[src/rtl/sparse_rf_encoder_if.sv]
// rtl/sparse_rf_encoder_if.sv - stream-in / filter-table-out bundle for the RF run-length encoder
interface sparse_rf_encoder_if #(
  parameter int K     = 4,
  parameter int LEN_W = 11
);
  localparam int RUNS_W = $clog2(K + 1);

  logic                    i_start;
  logic                    i_valid;
  logic [2:0]              i_r;
  logic [4:0]              i_k;
  logic                    i_last;
  logic                    o_ready;
  logic [K-1:0][2:0]       o_r;
  logic [K-1:0][4:0]       o_k;
  logic [K-1:0][LEN_W-1:0] o_ptr;
  logic [RUNS_W-1:0]       o_runs;
  logic [LEN_W-1:0]        o_length;
  logic                    o_overflow;
  logic                    o_finish;

  modport master (
    output i_start, i_valid, i_r, i_k, i_last,
    input  o_ready, o_r, o_k, o_ptr, o_runs, o_length, o_overflow, o_finish
  );

  modport slave (
    input  i_start, i_valid, i_r, i_k, i_last,
    output o_ready, o_r, o_k, o_ptr, o_runs, o_length, o_overflow, o_finish
  );
endinterface

[src/rtl/sparse_rf_encoder.sv]
// rtl/sparse_rf_encoder.sv - run-length encodes (r,k) entries into a K-deep (r,k,ptr) filter table
module sparse_rf_encoder #(
  parameter int K     = 4,
  parameter int LEN_W = 11
) (
  input  logic                 i_clk,
  input  logic                 i_rst,
  sparse_rf_encoder_if.slave   bus
);
  localparam int              RUNS_W  = $clog2(K + 1);
  localparam logic [LEN_W-1:0] LEN_MAX = '1;

  typedef enum logic [1:0] {S_IDLE, S_COLLECT, S_DONE} state_t;

  state_t                  r_state;
  state_t                  w_next;
  logic [K-1:0][2:0]       r_r;
  logic [K-1:0][4:0]       r_k;
  logic [K-1:0][LEN_W-1:0] r_ptr;
  logic [RUNS_W-1:0]       r_runs;
  logic [LEN_W-1:0]        r_length;
  logic                    r_overflow;
  logic                    w_accept;
  logic                    w_new_run;
  logic [2:0]              w_last_r;
  logic [4:0]              w_last_k;

  always_ff @(posedge i_clk) begin
    if (i_rst) r_state <= S_IDLE;
    else       r_state <= w_next;
  end

  always_comb begin
    w_next       = r_state;
    bus.o_ready  = 1'b0;
    bus.o_finish = 1'b0;
    case (r_state)
      S_IDLE:    if (bus.i_start) w_next = S_COLLECT;
      S_COLLECT: begin
        bus.o_ready = 1'b1;
        if (bus.i_valid && bus.i_last) w_next = S_DONE;
      end
      S_DONE: begin
        bus.o_finish = 1'b1;
        w_next       = S_IDLE;
      end
      default:   w_next = S_IDLE;
    endcase
  end

  assign w_accept = (r_state == S_COLLECT) && bus.i_valid;

  // Only the most recently stored run is a merge candidate.
  always_comb begin
    w_last_r = '0;
    w_last_k = '0;
    for (int i = 0; i < K; i++) begin
      if (r_runs == RUNS_W'(i + 1)) begin
        w_last_r = r_r[i];
        w_last_k = r_k[i];
      end
    end
  end

  assign w_new_run = (r_runs == '0) || (bus.i_r != w_last_r) || (bus.i_k != w_last_k);

  always_ff @(posedge i_clk) begin
    if (i_rst || (r_state == S_IDLE && bus.i_start)) begin
      r_r        <= '0;
      r_k        <= '0;
      r_ptr      <= '0;
      r_runs     <= '0;
      r_length   <= '0;
      r_overflow <= 1'b0;
    end else if (w_accept) begin
      if (r_length == LEN_MAX) begin
        r_overflow <= 1'b1;
      end else begin
        r_length <= r_length + 1'b1;
        if (w_new_run && r_runs == RUNS_W'(K)) begin
          r_overflow <= 1'b1;
        end else if (!r_overflow) begin
          // Once overflowed the table freezes, so merges into a dropped run never land.
          for (int i = 0; i < K; i++) begin
            if (w_new_run && r_runs == RUNS_W'(i)) begin
              r_r[i]   <= bus.i_r;
              r_k[i]   <= bus.i_k;
              r_ptr[i] <= r_length + 1'b1;
            end
            if (!w_new_run && r_runs == RUNS_W'(i + 1)) r_ptr[i] <= r_ptr[i] + 1'b1;
          end
          if (w_new_run) r_runs <= r_runs + 1'b1;
        end
      end
    end
  end

  assign bus.o_r        = r_r;
  assign bus.o_k        = r_k;
  assign bus.o_ptr      = r_ptr;
  assign bus.o_runs     = r_runs;
  assign bus.o_length   = r_length;
  assign bus.o_overflow = r_overflow;
endmodule

[src/flat_wrapper.sv]
// flat-port wrapper written by rule: the top's interface ports become plain ports
module sparse_rf_encoder_flat 
#(
  parameter int K     = 4,
  parameter int LEN_W = 11
)
  (i_clk, i_rst, bus_i_start, bus_i_valid, bus_i_r, bus_i_k, bus_i_last, bus_o_ready, bus_o_r, bus_o_k, bus_o_ptr, bus_o_runs, bus_o_length, bus_o_overflow, bus_o_finish);
  sparse_rf_encoder_if #(.K(K), .LEN_W(LEN_W)) bus_i ();
  input  logic i_clk;
  input  logic i_rst;
  input wire logic [$bits(bus_i.i_start)-1:0] bus_i_start;
  input wire logic [$bits(bus_i.i_valid)-1:0] bus_i_valid;
  input wire logic [$bits(bus_i.i_r)-1:0] bus_i_r;
  input wire logic [$bits(bus_i.i_k)-1:0] bus_i_k;
  input wire logic [$bits(bus_i.i_last)-1:0] bus_i_last;
  output wire logic [$bits(bus_i.o_ready)-1:0] bus_o_ready;
  output wire logic [$bits(bus_i.o_r)-1:0] bus_o_r;
  output wire logic [$bits(bus_i.o_k)-1:0] bus_o_k;
  output wire logic [$bits(bus_i.o_ptr)-1:0] bus_o_ptr;
  output wire logic [$bits(bus_i.o_runs)-1:0] bus_o_runs;
  output wire logic [$bits(bus_i.o_length)-1:0] bus_o_length;
  output wire logic [$bits(bus_i.o_overflow)-1:0] bus_o_overflow;
  output wire logic [$bits(bus_i.o_finish)-1:0] bus_o_finish;
  assign bus_i.i_start = bus_i_start;
  assign bus_i.i_valid = bus_i_valid;
  assign bus_i.i_r = bus_i_r;
  assign bus_i.i_k = bus_i_k;
  assign bus_i.i_last = bus_i_last;
  assign bus_o_ready = bus_i.o_ready;
  assign bus_o_r = bus_i.o_r;
  assign bus_o_k = bus_i.o_k;
  assign bus_o_ptr = bus_i.o_ptr;
  assign bus_o_runs = bus_i.o_runs;
  assign bus_o_length = bus_i.o_length;
  assign bus_o_overflow = bus_i.o_overflow;
  assign bus_o_finish = bus_i.o_finish;
  sparse_rf_encoder #(.K(K), .LEN_W(LEN_W)) u_core (.i_clk(i_clk), .i_rst(i_rst), .bus(bus_i));
endmodule
[config.mk]
export PLATFORM = sky130hd
export DESIGN_NAME = sparse_rf_encoder_flat
export DESIGN_NICKNAME = d
export VERILOG_FILES = /design/src/rtl/sparse_rf_encoder_if.sv /design/src/rtl/sparse_rf_encoder.sv /design/src/flat_wrapper.sv
export SDC_FILE = /design/constraint.sdc
export NUM_CORES = 1
export LEC_CHECK = 0
export ABC_AREA = 1
export CAP_MARGIN = 20
export CORE_AREA = 2 2 116 118
export CTS_BUF_LIST = sky130_fd_sc_hd__clkbuf_8
export DETAILED_ROUTE_END_ITERATION = 10
export DIE_AREA = 0 0 118 120
export PLACE_DENSITY_LB_ADDON = 0.15
export SLEW_MARGIN = 10
export SYNTH_ARGS = -nofsm -noshare
export SYNTH_HDL_FRONTEND = slang
export SYNTH_SLANG_ARGS = --single-unit
[constraint.sdc]
create_clock -name i_clk -period 6.8 [get_ports i_clk]
set_input_delay 0.68 -clock i_clk [delete_from_list [all_inputs] [get_ports i_clk]]
set_output_delay 0.68 -clock i_clk [all_outputs]
set_load 0.005 [all_outputs]
==> flow_metrics.env, run 1 <==
export IMPL_status="finished clean"
export IMPL_finalCritPeriodShare_pct=60.7
export IMPL_synth_top_family_by_area="simple AND/OR/NAND/NOR gates"
export IMPL_rr_worst_depth=17
export IMPL_crit_required_ns=7.08
export IMPL_grt_pass1_wl_um=26000
export IMPL_die_w_um=118
export IMPL_layout_drive_gt1_share_pct=4.04
export IMPL_min_delay_start="u_core.bus.o_ptr[19]"
export IMPL_p_switching_mw=0.287
export IMPL_critPathKind="reg2reg"
export IMPL_setup_viol=0
export IMPL_path_buf_inv=2
export IMPL_crit_reg2reg_launch="u_core.bus.o_runs[0]"
export IMPL_gp_congestion=0.943
export IMPL_setup_tns_ns=0
export IMPL_dieHeight_um=120
export IMPL_avgSynthCellArea_um2=6.02
export IMPL_hold_class="reg2reg"
export IMPL_dp_hpwl_um=11400
export IMPL_cp_top_family="simple AND/OR/NAND/NOR gates"
export IMPL_tightestPinTransition_ns=0.941
export IMPL_seqPwrFrac_pct=54.9
export IMPL_routedWlPerCell_um=13.1
export IMPL_crit_path_top_delay_cell="nor2_2"
export IMPL_core_area_um2=13000
export IMPL_worstPathMaxFanout=22
export IMPL_syn_nets=971
export IMPL_final_cells=1215
export IMPL_cts_max_level=3
export IMPL_cp_startpoint="u_core.bus.o_runs[0]"
export IMPL_numCtsBuffers=9
export IMPL_pwr_share_clk_pct=33.1
export IMPL_drtAntennaViolNets=0
export IMPL_dp_cells=1199
export IMPL_p_sw_share_pct=28.0
export IMPL_vias=5888
export IMPL_start_util_pct=44.0
export IMPL_ys_types=33
export IMPL_endpoint_kind="flop"
export IMPL_slew_headroom_pct=37.1
export IMPL_synth_main_ff_cell="dfxtp_1"
export IMPL_period_needed_ns=4.13
export IMPL_yosys_area_top_type="dfxtp_1"
export IMPL_cts_repair_resized=0
export IMPL_synth_simple_area_share_pct=43.6
export IMPL_worstSetupPathDepth=17
export IMPL_cts_tree="built"
export IMPL_dieArea_um2=14200
export IMPL_ys_async_sr_fraction_pct=0
export IMPL_synth_adder_area_share_pct=2.19
export IMPL_cts_max_path_buffers=2
export IMPL_grt_pass1_vias=5179
export IMPL_track_usage_pct=22.8
export IMPL_synth_seq_cells=93
export IMPL_ys_warn_count=0
export IMPL_cts_root_buf="clkbuf_8"
export IMPL_n_antenna_cell=0
export IMPL_grt_max_degree=56
export IMPL_hold_viol_final=0
export IMPL_ys_top_cells_by_area="dfxtp_1 (33%), nand2_1 (20%), nor2_1 (14%)"
export IMPL_antenna_found_initial=0
export IMPL_synth_top_area_share_pct=32.6
export IMPL_critical_path_max_stage_delay_ns=0.67
export IMPL_cts_reportedPaths_clkPinSlew_ns=0.09
export IMPL_cts_sinks=93
export IMPL_syn_to_final_growth_pct=22.6
export IMPL_final_common_cell="nand2_1"
export IMPL_synth_cell_area_um2=5710
export IMPL_drt_first_pass_iters=5
export IMPL_synth_mux_area_fraction_pct=0
export IMPL_synth_compound_area_share_pct=5.87
export IMPL_yosysSeqAreaShare_pct=32.6
export IMPL_p_int_mw=0.737
export IMPL_peakVddDrop_uv=100
export IMPL_post_cts_buffers=0
export IMPL_synth_edf_count=0
export IMPL_p_leak_nw=3.03
export IMPL_slew_violations=0
export IMPL_crit_path_cell_trace="inv_1 -> ha_1 -> inv_2 -> nor2_1 -> nand2_1 -> nand3_1 -> nand2_1 -> nand3_1 -> nand2_1 -> nor2_1 -> nand3_1 -> nor2_2 -> nand2_2 -> nand2_1 -> nand3_1 -> nor2_1 -> nor2_1"
export IMPL_portBuffers=105
export IMPL_fill_cells=1396
export IMPL_power_density_nw_per_um2=146
export IMPL_synth_xor_area_share_pct=6.44
export IMPL_pwr_share_comb_pct=12.1
export IMPL_maxCapViolCount=0
export IMPL_fin_nets=1058
export IMPL_final_cell_mix="nand2_1 (311), nor2_1 (208), clkdlybuf4s50_1 (105)"
export IMPL_cp_start_kind="flop"
export IMPL_cp_arrival_ns=4.42
export IMPL_netlist_instances=948
export IMPL_finalWirelength_um=15900
export IMPL_grt_overflow_total=0
export IMPL_rows=42
export IMPL_rsz0062_at_grt="false"
export IMPL_ios=106
export IMPL_drtIter0Drc=553
export IMPL_cts_hold_buffers=0
export IMPL_whs_path_depth=2
export IMPL_fmax_mhz=242
export IMPL_drc=0
export IMPL_fin_skew_ns=0.00811
export IMPL_routed_via_density=4.85
export IMPL_worst_skew_pair_late_latency_ns=0.38
[layout make-up]
cell class	count	area, um2	area share [%]
clock buffer	10	138	1.97
clock inverter	5	21.3	0.304
inverter	96	360	5.15
multi-input combinational	728	3330	47.6
sequential	93	1860	26.6
tap	176	220	3.15
timing repair buffer	107	1070	15.3
[flip-flops by register name (all words and copies together), names as in the netlist]
| register | cells |
|---|---|
| u_core.bus.o_length | 11 |
| u_core.bus.o_runs | 3 |
| u_core.bus.o_r | 12 |
| u_core.r_state | 2 |
| u_core.bus.o_k | 20 |
| u_core.bus.o_ptr | 44 |
| u_core.bus.o_overflow | 1 |
[final timing paths]
check                                            end  slack [ns]
worst max-delay path            u_core.bus.o_ptr[21]        2.67
worst min-delay path            u_core.bus.o_ptr[19]        0.51
worst max register to register  u_core.bus.o_ptr[21]        2.67
worst min register to register  u_core.bus.o_ptr[19]        0.51
[synthesized netlist by cell type, types with 8 or more instances]
cell type / instances
buf_2: 9
xor2_1: 34
nand3_1: 54
nor2_2: 10
dfxtp_1: 93
xnor2_1: 8
a21oi_1: 19
ha_1: 10
o21ai_0: 41
clkbuf_1: 13
inv_1: 89
nor2_1: 208
nand2_1: 311
[worst min-delay path, cell delays in order (launching register included)]
cell     delay [ns]
dfxtp_1        0.33
nor2_1         0.10
nor2_1         0.05
[layer usage]
metal  wire length, um  track usage (%)
met3               888             3.71
met2              6940             34.9
met4               250             6.10
met5                 0                0
met1              7800             33.1
[per-stage QoR]
stage	setup slack (ns)	util, %	cell area, um2	hold WS, ns	power (mW)
2_1_floorplan	4.19	-	5710	0.481	0.650
3_3_place_gp	2.60	52.6	6830	0.494	0.697
3_5_place_dp	2.38	52.6	6830	0.499	0.697
4_1_cts	2.36	53.8	6990	0.511	1.03
5_1_grt	2.21	53.9	7000	0.524	1.08
6_report	2.67	53.9	7000	0.508	1.02
[kinds of logic (layout without fill, tap and decap cells)]
group                      count (synthesis)  in the layout
buffers and inverters                    127            218
adders and majority gates                 10             10
AOI/OAI and AO/OA                         64             64
DFF                                       93             93
and+or+nand+nor                          612            612
xor gates and xnor gates                  42             42
[power groups by stage]
| stage | clock network, mW | registers, mW | logic, mW |
|---|---|---|---|
| global route | 0.374 | 0.564 | 0.139 |
| floorplan | 0 | 0.574 | 0.0763 |
| global placement | 0 | 0.575 | 0.122 |
| finish | 0.339 | 0.562 | 0.123 |
| CTS | 0.346 | 0.562 | 0.123 |
| detailed placement | 0 | 0.575 | 0.122 |
Power figures use the tool's default switching activity.
==> inputs of run 2 (changes only) <==
clock period = 3.7 ns   (was 6.8 ns; I/O delays follow)
==> flow_metrics.env, run 2 (synthesized netlist as in run 1, its figures left out) <==
export IMPL_status="finished clean"
export IMPL_slew_violations=0
export IMPL_syn_to_final_growth_pct=24.2
export IMPL_total_power_mw=1.87
export IMPL_grt_busiest_layer="met1"
export IMPL_tightestPinTransition_ns=0.770
export IMPL_fin_skew_ns=0.0160
export IMPL_drtAntennaViolNets=0
export IMPL_cts_reportedPaths_clkPinSlew_ns=0.09
export IMPL_hold_class="reg2reg"
export IMPL_p_sw_share_pct=27.5
export IMPL_critical_path_max_stage_delay_ns=0.36
export IMPL_worst_skew_pair_late_latency_ns=0.38
export IMPL_dp_cells=1211
export IMPL_grt_met3_usage_pct=3.33
export IMPL_ios=106
export IMPL_setup_tns_ns=0
export IMPL_dieArea_um2=14200
export IMPL_cp_start_kind="flop"
export IMPL_maxCapViolCount=0
export IMPL_multi_input_area_um2=3340
export IMPL_largest_reg_flops=44
export IMPL_start_util_pct=44.0
export IMPL_pwr_share_clk_pct=32.5
export IMPL_worstPathMaxFanout=18
export IMPL_finalCritPeriodShare_pct=89.5
export IMPL_setup_viol=0
export IMPL_cts_max_path_buffers=2
export IMPL_fill_cells=1408
export IMPL_cp_arrival_ns=3.59
export IMPL_drc=0
export IMPL_crit_required_ns=3.98
export IMPL_regArea_um2=1860
export IMPL_timing_critical_path_mode_cell="nand2_1"
export IMPL_r2r_setup_slack_ns=0.39
export IMPL_whs_ns=0.503
export IMPL_track_usage_pct=22.8
export IMPL_cts_max_level=3
export IMPL_use_met2_pct=33.7
export IMPL_core_area_um2=13000
export IMPL_drt_first_pass_iters=5
export IMPL_final_cell_mix="nand2_1 (311), nor2_1 (208), clkdlybuf4s50_1 (105)"
export IMPL_finalWirelength_um=15800
export IMPL_cts_root_buf="clkbuf_8"
export IMPL_rows=42
export IMPL_p_switching_mw=0.516
export IMPL_n_antenna_cell=0
export IMPL_peakVddDrop_uv=195
export IMPL_cts_hold_buffers=0
export IMPL_routed_via_density=4.73
export IMPL_crit_path_cell_trace="inv_1 -> ha_2 -> inv_2 -> nor2_1 -> buf_4 -> nand2_1 -> nand3_1 -> nand2_1 -> nand2_1 -> nand2_1 -> nand2_1 -> nand3_1 -> nor2_2 -> buf_4 -> nand2_2 -> nand2_1 -> nand3_1 -> nor2_1 -> nor2_1"
export IMPL_grt_pass1_vias=5119
export IMPL_rsz0062_at_grt="false"
export IMPL_numCtsBuffers=9
export IMPL_power_density_nw_per_um2=264
export IMPL_routedWlPerCell_um=12.9
export IMPL_fin_nets=1069
export IMPL_dp_slack_ns=0.308
export IMPL_dieHeight_um=120
export IMPL_gp_congestion=0.898
export IMPL_portBuffers=105
export IMPL_period_needed_ns=3.31
export IMPL_seqPwrFrac_pct=55.1
export IMPL_layout_drive_gt1_share_pct=5.14
export IMPL_use_met1_pct=33.8
export IMPL_critPathKind="reg2reg"
export IMPL_p_leak_nw=3.09
export IMPL_final_common_cell="nand2_1"
export IMPL_drtIter0Drc=454
export IMPL_grt_overflow_total=0
export IMPL_pwr_share_comb_pct=12.4
export IMPL_endpoint_kind="flop"
export IMPL_cts_tree="built"
export IMPL_fin_ws_ns=0.389
export IMPL_cts_sinks=93
export IMPL_die_w_um=118
export IMPL_p_int_mw=1.36
export IMPL_slew_headroom_pct=48.3
export IMPL_fmax_mhz=302
export IMPL_dp_hpwl_um=11500
export IMPL_vias=5797
export IMPL_final_cells=1226
export IMPL_hold_viol_final=0
export IMPL_crit_path_top_delay_cell="dfxtp_1"
export IMPL_grt_pass1_wl_um=26000
export IMPL_grt_max_degree=33
export IMPL_antenna_found_initial=0
export IMPL_post_cts_buffers=0
-- run 2: power groups by stage --
stage	logic [mW]	clock network [mW]	registers [mW]
finish	0.231	0.609	1.03
global route	0.261	0.675	1.04
CTS	0.230	0.629	1.03
detailed placement	0.229	0	1.06
global placement	0.229	0	1.06
floorplan	0.140	0	1.05
-- run 2: layout make-up --
class	count	share of cell area, %
tap	176	3.11
clock buffer	10	1.94
sequential	93	26.3
multi-input combinational	728	47.1
inverter	96	5.08
timing repair buffer	118	16.2
clock inverter	5	0.300
-- run 2: final timing paths --
check	from	endpoint	depth (start not counted)
setup / recovery	u_core.bus.o_runs[0]	u_core.bus.o_ptr[13]	19
hold / removal	u_core.bus.o_ptr[4]	u_core.bus.o_ptr[4]	2
setup reg to reg	u_core.bus.o_runs[0]	u_core.bus.o_ptr[13]	19
hold reg to reg	u_core.bus.o_ptr[4]	u_core.bus.o_ptr[4]	2
-- run 2: worst max-delay path, delay by kind of cell (launching register included) --
family / cells / cell delay, ns
simple gates: 14 / 1.84
buf+inv: 4 / 0.68
flops: 1 / 0.36
fa+ha+maj: 1 / 0.33
-- run 2: through the flow --
step,util [%],area [um2]
3_3_place_gp,53.3,6920
6_report,54.6,7090
3_5_place_dp,53.3,6920
5_1_grt,54.6,7090
4_1_cts,54.5,7080
2_1_floorplan,-,5710
-- run 2: repair_timing --
item	4_1_cts	5_1_grt
gates resized for setup	0	2
hold endpoints to repair	0	0
endpoints found under the setup margin	0	33
-- run 2: metal layers --
| metal | wire length, um | vias up |
|---|---|---|
| met2 | 6690 | 137 |
| met1 | 8110 | 2547 |
| met4 | 242 | 0 |
| li1 | - | 3097 |
| met5 | 0 | - |
| met3 | 796 | 16 |
